**src/rtl/cic_sample_scheduler_pkg.sv**
```systemverilog
// Shared definitions for the CIC sample scheduler: FSM state encoding and
// the channel-id tag width derivation.
package cic_sample_scheduler_pkg;

  // Two-state issue FSM: IDLE looks for a pending channel, ISSUE waits for
  // the serializer to accept the word currently on ser_word.
  typedef enum logic {
    ST_IDLE  = 1'b0,
    ST_ISSUE = 1'b1
  } sched_state_t;

  // Channel-id tag width: ceil(log2(n)), never below one bit.
  function automatic int ch_w_of(input int n);
    return (n > 1) ? $clog2(n) : 1;
  endfunction

endpackage

```
**src/rtl/cic_sample_scheduler_rr_arbiter.sv**
```systemverilog
// Combinational rotate-priority encoder. Grants the first requesting channel
// at or after ptr, wrapping modulo NUM_CH.
module cic_sample_scheduler_rr_arbiter #(
  parameter int NUM_CH = 2,
  parameter int CH_W   = 1
) (
  input  logic [NUM_CH-1:0] req,
  input  logic [CH_W-1:0]   ptr,
  output logic              gnt_valid,
  output logic [CH_W-1:0]   gnt_id
);

  logic [2*NUM_CH-1:0] req_dbl;
  logic [2*NUM_CH-1:0] req_rot;
  logic [CH_W:0]       offset;
  logic [CH_W:0]       sum;

  // Rotate requests so bit k is channel (ptr+k) mod NUM_CH, then pick the
  // lowest set bit and translate the offset back into a channel id.
  always_comb begin
    req_dbl   = {req, req};
    req_rot   = req_dbl >> ptr;
    gnt_valid = 1'b0;
    offset    = '0;
    for (int k = NUM_CH - 1; k >= 0; k--) begin
      if (req_rot[k]) begin
        gnt_valid = 1'b1;
        offset    = (CH_W+1)'(k);
      end
    end
    sum = {1'b0, ptr} + offset;
    if (sum >= (CH_W+1)'(NUM_CH)) begin
      sum = sum - (CH_W+1)'(NUM_CH);
    end
    gnt_id = sum[CH_W-1:0];
  end

endmodule

```
**src/rtl/cic_sample_scheduler.sv**
```systemverilog
// Shares one serializer between NUM_CH CIC channels. Each channel's strobed
// sample lands in a one-deep holding register; a round-robin FSM issues held
// samples as {ch_id, sample} over a valid/ready link and counts overruns.
//
// Handshake: a word transfers on a clock edge where ser_valid and ser_ready
// are both 1. While ser_valid is 1, ser_word is held stable and ser_valid
// only drops after such a transfer (or reset); ser_ready with ser_valid=0
// has no effect.
module cic_sample_scheduler
  import cic_sample_scheduler_pkg::*;
#(
  parameter int NUM_CH = 2,
  parameter int DATA_W = 13,
  parameter int CH_W   = ch_w_of(NUM_CH),
  parameter int OVR_W  = 8
) (
  input  logic                     clk,
  input  logic                     rst,
  input  logic                     enable,
  input  logic [NUM_CH*DATA_W-1:0] ch_data,
  input  logic [NUM_CH-1:0]        ch_strobe,
  output logic [CH_W+DATA_W-1:0]   ser_word,
  output logic                     ser_valid,
  input  logic                     ser_ready,
  output logic [NUM_CH-1:0]        ovr_flag,
  output logic [NUM_CH*OVR_W-1:0]  ovr_count,
  input  logic                     ovr_clear,
  output logic                     dbg_state
);

  localparam logic [OVR_W-1:0] OVR_MAX = '1;

  sched_state_t      state;
  logic [CH_W-1:0]   rr_ptr;
  logic [NUM_CH-1:0] pend;
  logic [NUM_CH-1:0] pend_nxt;
  logic [NUM_CH-1:0] take;
  logic [NUM_CH-1:0] overrun;
  logic [DATA_W-1:0] hold [NUM_CH];
  logic [OVR_W-1:0]  cnt  [NUM_CH];

  logic              gnt_valid;
  logic [CH_W-1:0]   gnt_id;
  logic              grant_fire;
  logic [CH_W-1:0]   cur_id;
  logic [CH_W-1:0]   rr_next;

  cic_sample_scheduler_rr_arbiter #(
    .NUM_CH (NUM_CH),
    .CH_W   (CH_W)
  ) u_arb (
    .req       (pend),
    .ptr       (rr_ptr),
    .gnt_valid (gnt_valid),
    .gnt_id    (gnt_id)
  );

  assign grant_fire = (state == ST_IDLE) && enable && gnt_valid;
  assign cur_id     = ser_word[DATA_W +: CH_W];
  assign rr_next    = (cur_id == CH_W'(NUM_CH - 1)) ? '0 : cur_id + CH_W'(1);
  assign dbg_state  = state;

  // Per-channel pending/overrun decode. A channel's pending bit is released
  // the moment its sample is copied into ser_word, so a strobe arriving while
  // that word waits for the serializer is a fresh sample, not an overrun.
  always_comb begin
    take     = '0;
    overrun  = '0;
    pend_nxt = '0;
    for (int i = 0; i < NUM_CH; i++) begin
      take[i]     = grant_fire && (gnt_id == CH_W'(i));
      overrun[i]  = enable && ch_strobe[i] && pend[i] && !take[i];
      pend_nxt[i] = enable && (ch_strobe[i] || (pend[i] && !take[i]));
    end
  end

  // Capture strobed samples; the newest sample on a channel always wins.
  always_ff @(posedge clk) begin
    if (rst) begin
      pend <= '0;
      for (int i = 0; i < NUM_CH; i++) hold[i] <= '0;
    end else begin
      pend <= pend_nxt;
      for (int i = 0; i < NUM_CH; i++) begin
        if (enable && ch_strobe[i]) hold[i] <= ch_data[i*DATA_W +: DATA_W];
      end
    end
  end

  // Sticky overrun flags and saturating counts; an overrun beats a clear.
  always_ff @(posedge clk) begin
    if (rst) begin
      ovr_flag <= '0;
      for (int i = 0; i < NUM_CH; i++) cnt[i] <= '0;
    end else begin
      for (int i = 0; i < NUM_CH; i++) begin
        if (overrun[i]) begin
          ovr_flag[i] <= 1'b1;
          if (ovr_clear)             cnt[i] <= OVR_W'(1);
          else if (cnt[i] != OVR_MAX) cnt[i] <= cnt[i] + OVR_W'(1);
        end else if (ovr_clear) begin
          ovr_flag[i] <= 1'b0;
          cnt[i]      <= '0;
        end
      end
    end
  end

  // Flatten the per-channel counters onto the output bus, ch0 in the LSBs.
  always_comb begin
    ovr_count = '0;
    for (int i = 0; i < NUM_CH; i++) ovr_count[i*OVR_W +: OVR_W] = cnt[i];
  end

  // Issue FSM: grant a pending channel, then hold the word until accepted.
  always_ff @(posedge clk) begin
    if (rst) begin
      state     <= ST_IDLE;
      ser_valid <= 1'b0;
      ser_word  <= '0;
      rr_ptr    <= '0;
    end else begin
      case (state)
        ST_IDLE: begin
          if (grant_fire) begin
            ser_word  <= {gnt_id, hold[gnt_id]};
            ser_valid <= 1'b1;
            state     <= ST_ISSUE;
          end
        end
        ST_ISSUE: begin
          if (ser_ready) begin
            ser_valid <= 1'b0;
            rr_ptr    <= rr_next;
            state     <= ST_IDLE;
          end
        end
        default: begin
          state     <= ST_IDLE;
          ser_valid <= 1'b0;
        end
      endcase
    end
  end

endmodule

```
**config.mk**
```make
export PLATFORM = sky130hd
export DESIGN_NAME = cic_sample_scheduler
export DESIGN_NICKNAME = d
export VERILOG_FILES = /design/src/rtl/cic_sample_scheduler_pkg.sv /design/src/rtl/cic_sample_scheduler_rr_arbiter.sv /design/src/rtl/cic_sample_scheduler.sv
export SDC_FILE = /design/constraint.sdc
export NUM_CORES = 1
export LEC_CHECK = 0
export CAP_MARGIN = 30
export CELL_PAD_IN_SITES_DETAIL_PLACEMENT = 0
export CELL_PAD_IN_SITES_GLOBAL_PLACEMENT = 1
export CORE_MARGIN = 2
export CORE_UTILIZATION = 38
export DETAILED_ROUTE_END_ITERATION = 6
export PLACE_DENSITY_LB_ADDON = 0.12
export SLEW_MARGIN = 20
export SYNTH_ARGS = -nofsm -noshare
export SYNTH_HDL_FRONTEND = slang
export SYNTH_SLANG_ARGS = --single-unit
```
**constraint.sdc**
```tcl
create_clock -name clk -period 2.17 [get_ports clk]
set_clock_uncertainty 0.05 [all_clocks]
set_input_delay 0.3255 -clock clk [delete_from_list [all_inputs] [get_ports clk]]
set_output_delay 0.3255 -clock clk [all_outputs]
set_load 0.02 [all_outputs]
```
Word level (Yosys, flattened, before mapping)
Memory sizes are Yosys's and may differ from the RTL's. A register that Yosys moved wholly into a read port is not among the register bits. Cells that the tools add are included.

Memories kept: 2. Bits in registers: 21. Bits in writable memories: 42. Input port bits: 33. Logic and storage cells: 107. Output and inout port bits: 34.

Bitwise logic cells: 10. Add/sub/neg operators: 5. Equal/unequal tests: 4. Order comparisons: 1. Muxes and demuxes: 54. Reductions and logical operators: 23. Shifts and indexed selects: 1.

Memories: hold (words 2, width 13, rd ports 1, clocked after memory_dff 1, wr ports 2, line cic_sample_scheduler.sv:39) `logic [DATA_W-1:0] hold [NUM_CH];`; cnt (words 2, width 8, rd ports 2, clocked after memory_dff 0, wr ports 2, line cic_sample_scheduler.sv:40) `logic [OVR_W-1:0] cnt [NUM_CH];`.

Operator list (number): $mux 8 (6); $mux 1 (44); $mux 13 (2); $add 8x1->8 const B (2); $ne 8x8->1 const B (2); $logic_and 1x1->1 (14); $or 1x1->1 (8); $reduce_and 2->1 (3); $ne 2x2->1 const B (2); $pmux 1 s2 (2); $reduce_bool 2->1 (2); $shr 4x1->2 (1); $add 1x1->2 (1); $ge 2x2->1 const B (1); $logic_not 1->1 (2); $logic_or 1x1->1 (2); $not 1->1 (2); $add 1x1->1 const B (1); $sub 1x1->1 const B (1).

Longest topological paths before layout
Gate-level depths: netlist (run 1).

Word-level depth: 16. Gate-level depth with buffers: 6.

Modules after synthesis
From an unflattened synthesis (run 1), not the netlist that was laid out.

Cell total of the unflattened synthesis: 237. Area, all modules: 2801.4 um^2.

By module, submodules not included: cic_sample_scheduler (sequential area each 1681.6 um^2, cells an instance 234, area an instance 2780.2 um^2, instances 1); cic_sample_scheduler_rr_arbiter (sequential area each 0.0 um^2, cells an instance 3, area an instance 21.3 um^2, instances 1).

Worst setup path after synthesis (run 1)
No wires, ideal clock.

Path kind: reg2reg. Start point: mem cnt[1][0]. End point: mem cnt[1][2] (data pin). Data arrival time: 1.672 ns. Buffers on the path: 1. Required time: 1.984 ns. Setup time: 0.136 ns. Slack: 0.312 ns. Stages on the path, launching flop included: 6. Period minus slack after synthesis: 1.858 ns. Cells stage by stage: edfxtp_1 ha_1 and4_4 or4_4 buf_6 nor2_2.

RTL lines (line): from (decl) (cic_sample_scheduler.sv:40).

Worst setup path after layout (run 1)
Start point: reg state, in the netlist dbg_state. End point: out dbg_state.

RTL lines: from (decl) (line cic_sample_scheduler.sv:33) `sched_state_t state;`; from (signal assigned) (line cic_sample_scheduler.sv:118) `state <= ST_IDLE;`; from (signal assigned) (line cic_sample_scheduler.sv:128) `state <= ST_ISSUE;`; from (signal assigned) (line cic_sample_scheduler.sv:135) `state <= ST_IDLE;`; to (decl) (line cic_sample_scheduler.sv:28) `output logic dbg_state`.

No word-level cell between the ends.

==> results of run 1 <==
layout make-up:
cell class | instances | area (um2)
clock buffer | 10 | 138
sequential | 63 | 1680
multi-input combinational | 152 | 990
timing repair buffer | 79 | 758
fill | 648 | 3310
clock inverter | 6 | 108
tap | 99 | 124
inverter | 7 | 26.3
worst max-delay path by stage:
stage	from	cells after the start	slack, ns	to
2_1_floorplan	cnt[1][0]	5	0.31	cnt[1][2]
3_3_place_gp	enable	5	0.13	cnt[0][2]
3_5_place_dp	enable	5	0.10	cnt[0][5]
4_1_cts	dbg_state	1	0.33	dbg_state
5_1_grt	cnt[1][1]	4	0.27	cnt[1][4]
6_report	dbg_state	1	0.36	dbg_state
Yosys cell counts, drive strengths merged (2+ instances only):
cell type and number:
a21oi 9, dfxtp 21, xnor2 2, nand2b 3, nand4 3, and2 27
nand2 5, o21ai 3, and4 3, mux2i 14, nor2 37, and3 3
clkbuf 6, a211oi 13, nand3 8, buf 5, edfxtp 42, xor2 10
a21o 2, ha 2, inv 7
stage by stage:
stage	power [mW]	cells	utilization	hold WS (ns)
after detailed placement	1.74	400	0.502	0.429
after global routing	3.06	416	0.536	0.464
after floorplan	1.57	233	-	0.426
after global placement	1.74	400	0.502	0.419
after CTS	2.98	416	0.536	0.437
final	2.95	416	0.536	0.439
logic make-up (layout without fill, tap and decap cells):
kind of cell             after synthesis  count (layout)  synth area share
AO/OA/AOI/OAI                         29              29            0.0696
XOR/XNOR                              12              12            0.0382
adder cells (fa/ha/maj)                3               3            0.0127
buffers and inverters                 18             102            0.0296
flip-flops                            63              63             0.611
multiplexers                          14              14            0.0510
AND/OR/NAND/NOR                       94              94             0.187
flip-flops by register name, indices dropped and copies added (netlist names):
signal and flops:
hold 26, cnt 16, ser_word 14, ovr_flag 2
pend 2, dbg_state 1, rr_ptr 1, ser_valid 1
layer usage:
layer,track usage,vias to the layer above
li1,-,985
met1,0.164,848
met2,0.225,56
met3,0.0443,7
met4,0.0855,0
met5,0,-
report_power, final:
group          internal [mW]  switching [mW]
clock network          0.790           0.452
logic                  0.168           0.148
registers               1.36          0.0370
total                   2.32           0.638
==> metrics, run 1 <==
status completed; pwr dens a little under 800 nW/um2; commonest cells after routing, fill and taps aside clkdlybuf4s50_1, edfxtp_1, nor2_1, and2_1, dfxtp_1; Synth Warn # 0; Design Area, Final roughly 3800 um2; CTS hold repair buffers 0; CTS root buffer clkbuf_8; die area 7930 um2; vias in the first global route between 1500 and 2000; Hold Startpoint ovr_flag[1]; Slew Viols, Final 0; final RePlAce weighted congestion ~0.76; CP Cell Sequence clkdlybuf4s50_1; static leakage 1.38 nW; critical path launch point type flop; met1 wire length around 2200 um; Congestion Overflow GR 0; Synth top area share 0.459; Boundary Pins 67; VDD IR max between 300 and 400 uV; Main synth FF type edfxtp_1; Post-DRT Antenna Nets 0; routed vias/inst between 4 and 5; Crit path largest cell delay 0.65 ns; GRT Util Overall 0.140; Detailed Route WL approximately 5100 um; WHS Endpoint ovr_flag[1]; slowest CP cell clkdlybuf4s50_1; FF-to-FF End cnt[1][4]; core area 7140 um2; Yosys cell types 37; Syn Area/Cell ~12 um2; Reg2Reg Depth 4; initial DRC count 53; Post-synth EDFFs 42; Max-Cap Viols 0; commonest non-fill, non-tap cell in the layout clkdlybuf4s50_1; via count 1896; RR Startpoint cnt[1][1]; Top delay family on crit path buffers and inverters; Worst EP required roughly 1.8 ns; register area share after synthesis 0.611; Post-Synthesis Cells ~230; Reg clk slew, reported paths roughly 0.07 ns; ys async rst share 0; share of post-route cells with drive strength above 1 0.129; # DRC 0; nets@finish between 300 and 400; top sig layer met4; H-tree depth 3; first-pass GRT wire length between 8000 and 9000 um; Final Cycle Share 0.834; Setup-failing EPs final 0; dpl hpwl 3810 um; Port Buffers 66; Worst Path Arrival roughly 1.4 ns; post-DR wirelength/cell around 12 um; Area Overhead vs Synth 39.1%; WL met3 about 360 um; mapped cell area approximately 2800 um2; syn nets ~270; Final Hold Viols 0; Skew-Pair Late Insertion Delay approximately 0.34 ns; CTS max path bufs 2; row count 31; crit path kind reg2out; area leader, netlist edfxtp_1; Slew headroom 0.735; Worst Tran Pin Value around 0.4 ns; CTS Sinks 63; Hold Path Cell Cnt 2; n_diodes 0; initial antenna violation count 0; worst min path class reg2reg; Yosys reg bits 63; Setup TNS 0 ns; largest cells by area after synthesis edfxtp_1, dfxtp_1, and2_1; DIE WIDTH roughly 89 um; Fmax 0.553 GHz; sum of buffers and inverters on the critical path 1; Initial Utilization 0.385; setup bufs post-CTS 0; CP endpoint kind primary output; minimum clock period around 1.8 ns; largest net degree at the start of global routing 27; die height slightly below 90 um; post-place setup slack a little over 0.1 ns; routed wl met2 between 2000 and 3000 um; DP Area 3580 um2; reg2reg setup slack between 0.3 and 0.4 ns; setup repair after global routing missed its margin false; TritonRoute pass-1 iters 4; cts repair resizes 0; Crit Path Max Fanout 7; fin worst setup slack about 0.36 ns; total CTS buffers 9; TritonCTS clock tree built
Power figures use the tool's default switching activity.
==> run 2: changes to the inputs <==
clock period = 1.7 ns   (was 2.17 ns; I/O delays follow)
==> metrics, run 2 (synthesized netlist as in run 1, its figures left out) <==
status completed (unchanged); n_diodes 0 (unchanged); GRT Util Overall 0.137 (was 0.140); Sw Ratio 0.227 (was 0.216); row count 31 (unchanged); CTS root buffer clkbuf_8 (unchanged); dpl hpwl 3970 um (was 3810 um); CTS hold repair buffers 0 (unchanged); H-tree depth 3 (unchanged); Worst EP required 1.84 ns (was 1.79 ns); critical path launch point type flop (unchanged); Comb power frac 0.132 (was 0.107); dpl cells 426 (was 400); setup bufs post-CTS 0 (unchanged); Fmax between 0.5 and 0.6 GHz; clock network power share 0.348 (was 0.420); TritonCTS clock tree built (unchanged); CP endpoint kind flop (was primary output); die area 7930 um2 (unchanged); initial antenna violation count 0 (unchanged); Max-Cap Viols 0 (unchanged); Crit Path Max Fanout 7 (unchanged); CTS max path bufs 2 (unchanged); Largest register FFs 26 (unchanged); die height 89.1 um (unchanged); Regs by FF count hold: 26 flops, cnt: 16 flops, ser_word: 14 flops (unchanged); Top reg by flops hold (unchanged); initial DRC count 34 (was 53); Skew-Pair Late Insertion Delay 0.33 ns (was 0.34 ns); worst min path class reg2reg (unchanged); Top delay family on crit path simple AND/OR/NAND/NOR gates (was buffers and inverters); minimum clock period about 1.7 ns; final RePlAce weighted congestion 0.806 (was 0.759); Slew Viols, Final 0 (unchanged); Area Overhead vs Synth 45.0% (was 39.1%); post-layout util 0.559 (was 0.536); post-place setup slack -0.133 ns (was 0.103 ns); static leakage 1.56 nW (was 1.38 nW); Crit path depth 4 (was 1); Initial Utilization 0.385 (unchanged); switching pwr 0.774 mW (was 0.638 mW); CP most frequent cell and4_4; Detailed Route WL 5160 um (was 5120 um); Hold Path Cell Cnt 2 (unchanged); routed vias/inst 4.49 (was 4.56); commonest cells after routing, fill and taps aside clkdlybuf4s50_1, edfxtp_1, buf_4, nor2_1, and2_1 (was clkdlybuf4s50_1, edfxtp_1, nor2_1, and2_1, dfxtp_1); Boundary Pins 67 (unchanged); Worst Setup SP cnt[1][5] (was dbg_state); CP Cell Sequence and4_4 > and4_4 > or4_4 > nor2_2 (was clkdlybuf4s50_1); Non-Filler Instances 442 (was 416); Final Cycle Share 0.991; crit path kind reg2reg (was reg2out); pwr dens 856 nW/um2 (was 772 nW/um2); P_int 2.64 mW (was 2.32 mW); core area 7140 um2 (unchanged); Crit path largest cell delay 0.57 ns (was 0.65 ns); Worst Tran Pin Value 0.360 ns (was 0.397 ns); Slew headroom 0.759 (was 0.735); Hold Startpoint ovr_flag[1] (unchanged); largest net degree at the start of global routing 27 (unchanged); share of post-route cells with drive strength above 1 0.195 (was 0.129); via count 1983 (was 1896); part of the power in registers 0.520 (was 0.472); sum of buffers and inverters on the critical path 0 (was 1); Setup-failing EPs final 0 (unchanged); commonest non-fill, non-tap cell in the layout clkdlybuf4s50_1 (unchanged); Reg2Reg Depth 4 (unchanged); Congestion Overflow GR 0 (unchanged); # DRC 0 (unchanged); vias in the first global route 1790 (was 1730); TritonRoute pass-1 iters 4 (unchanged); Final Hold Viols 0 (unchanged); CTS Sinks 63 (unchanged); VDD IR max 557 uV (was 351 uV); first-pass GRT wire length 7920 um (was 8090 um); DIE WIDTH 89.1 um (unchanged); nets@finish 373 (was 347); RR Startpoint cnt[1][5] (was cnt[1][1]); Power Total 3.41 mW (was 2.95 mW); slowest CP cell or4_4 (was clkdlybuf4s50_1); Port Buffers 66 (unchanged); fin worst setup slack 0.0149 ns (was 0.361 ns); Reg clk slew, reported paths 0.06 ns (was 0.07 ns); total CTS buffers 9 (unchanged); post-DR wirelength/cell 11.7 um (was 12.3 um); Post-DRT Antenna Nets 0 (unchanged); setup repair after global routing missed its margin true (was false); Worst Path Arrival 1.83 ns (was 1.43 ns)
run 2: changes by cell type in the layout (fill, tap and decap cells not counted), sizes merged:
cell	before	now
bufinv	3	1
buf	13	39
clkinv	2	5
clkdlybuf4s50	66	51
dlygate4sd2	0	13
dlymetal6s2s	0	2
clkinvlp	1	0
run 2: worst min-delay path, stage by stage, from the launching register on:
cell     delay [ns]
dfxtp_1        0.31
nand2_1        0.06
a21oi_1        0.06
run 2: area by class of cell:
type,count,area [um2]
multi-input cells,152,997
flip-flops and latches,63,1680
clock inverters,6,52.6
clock buffers,10,128
repair buffers,105,980
fillers,640,3150
inverters,7,26.3
well taps,99,124
run 2: through the flow:
| step | area (um2) | setup TNS (ns) | hold slack, ns |
|---|---|---|---|
| 2_1_floorplan | 2760 | -0.836 | 0.355 |
| 3_3_place_gp | 3820 | -4.26 | 0.396 |
| 3_5_place_dp | 3820 | -5.64 | 0.406 |
| 4_1_cts | 3980 | 0 | 0.415 |
| 5_1_grt | 3990 | -0.225 | 0.434 |
| 6_report | 3990 | 0 | 0.418 |
run 2: power groups by stage:
stage                     clock network, mW  logic, mW  registers, mW
after floorplan                           0      0.153           1.86
after global placement                    0      0.462           1.81
after detailed placement                  0      0.466           1.81
after CTS                              1.23      0.457           1.78
after global routing                   1.29      0.491           1.79
final                                  1.19      0.450           1.77
run 2: path summary, 6_finish.rpt:
kind	endpoint	slack, ns
max reg2reg	cnt[1][3]	0.01
min reg2reg	ovr_flag[1]	0.42
max	cnt[1][3]	0.01
min	ovr_flag[1]	0.42
run 2: timing repair:
item,in CTS,in global routing
pin swaps,0,2
endpoints found under the setup margin,13,10
resized for setup,13,2
run 2: metal layers:
layer | GRT usage | share of wire
met5 | 0 | 0
met4 | 0.0543 | 0.0097
met1 | 0.150 | 0.42
met3 | 0.0554 | 0.060
met2 | 0.236 | 0.51
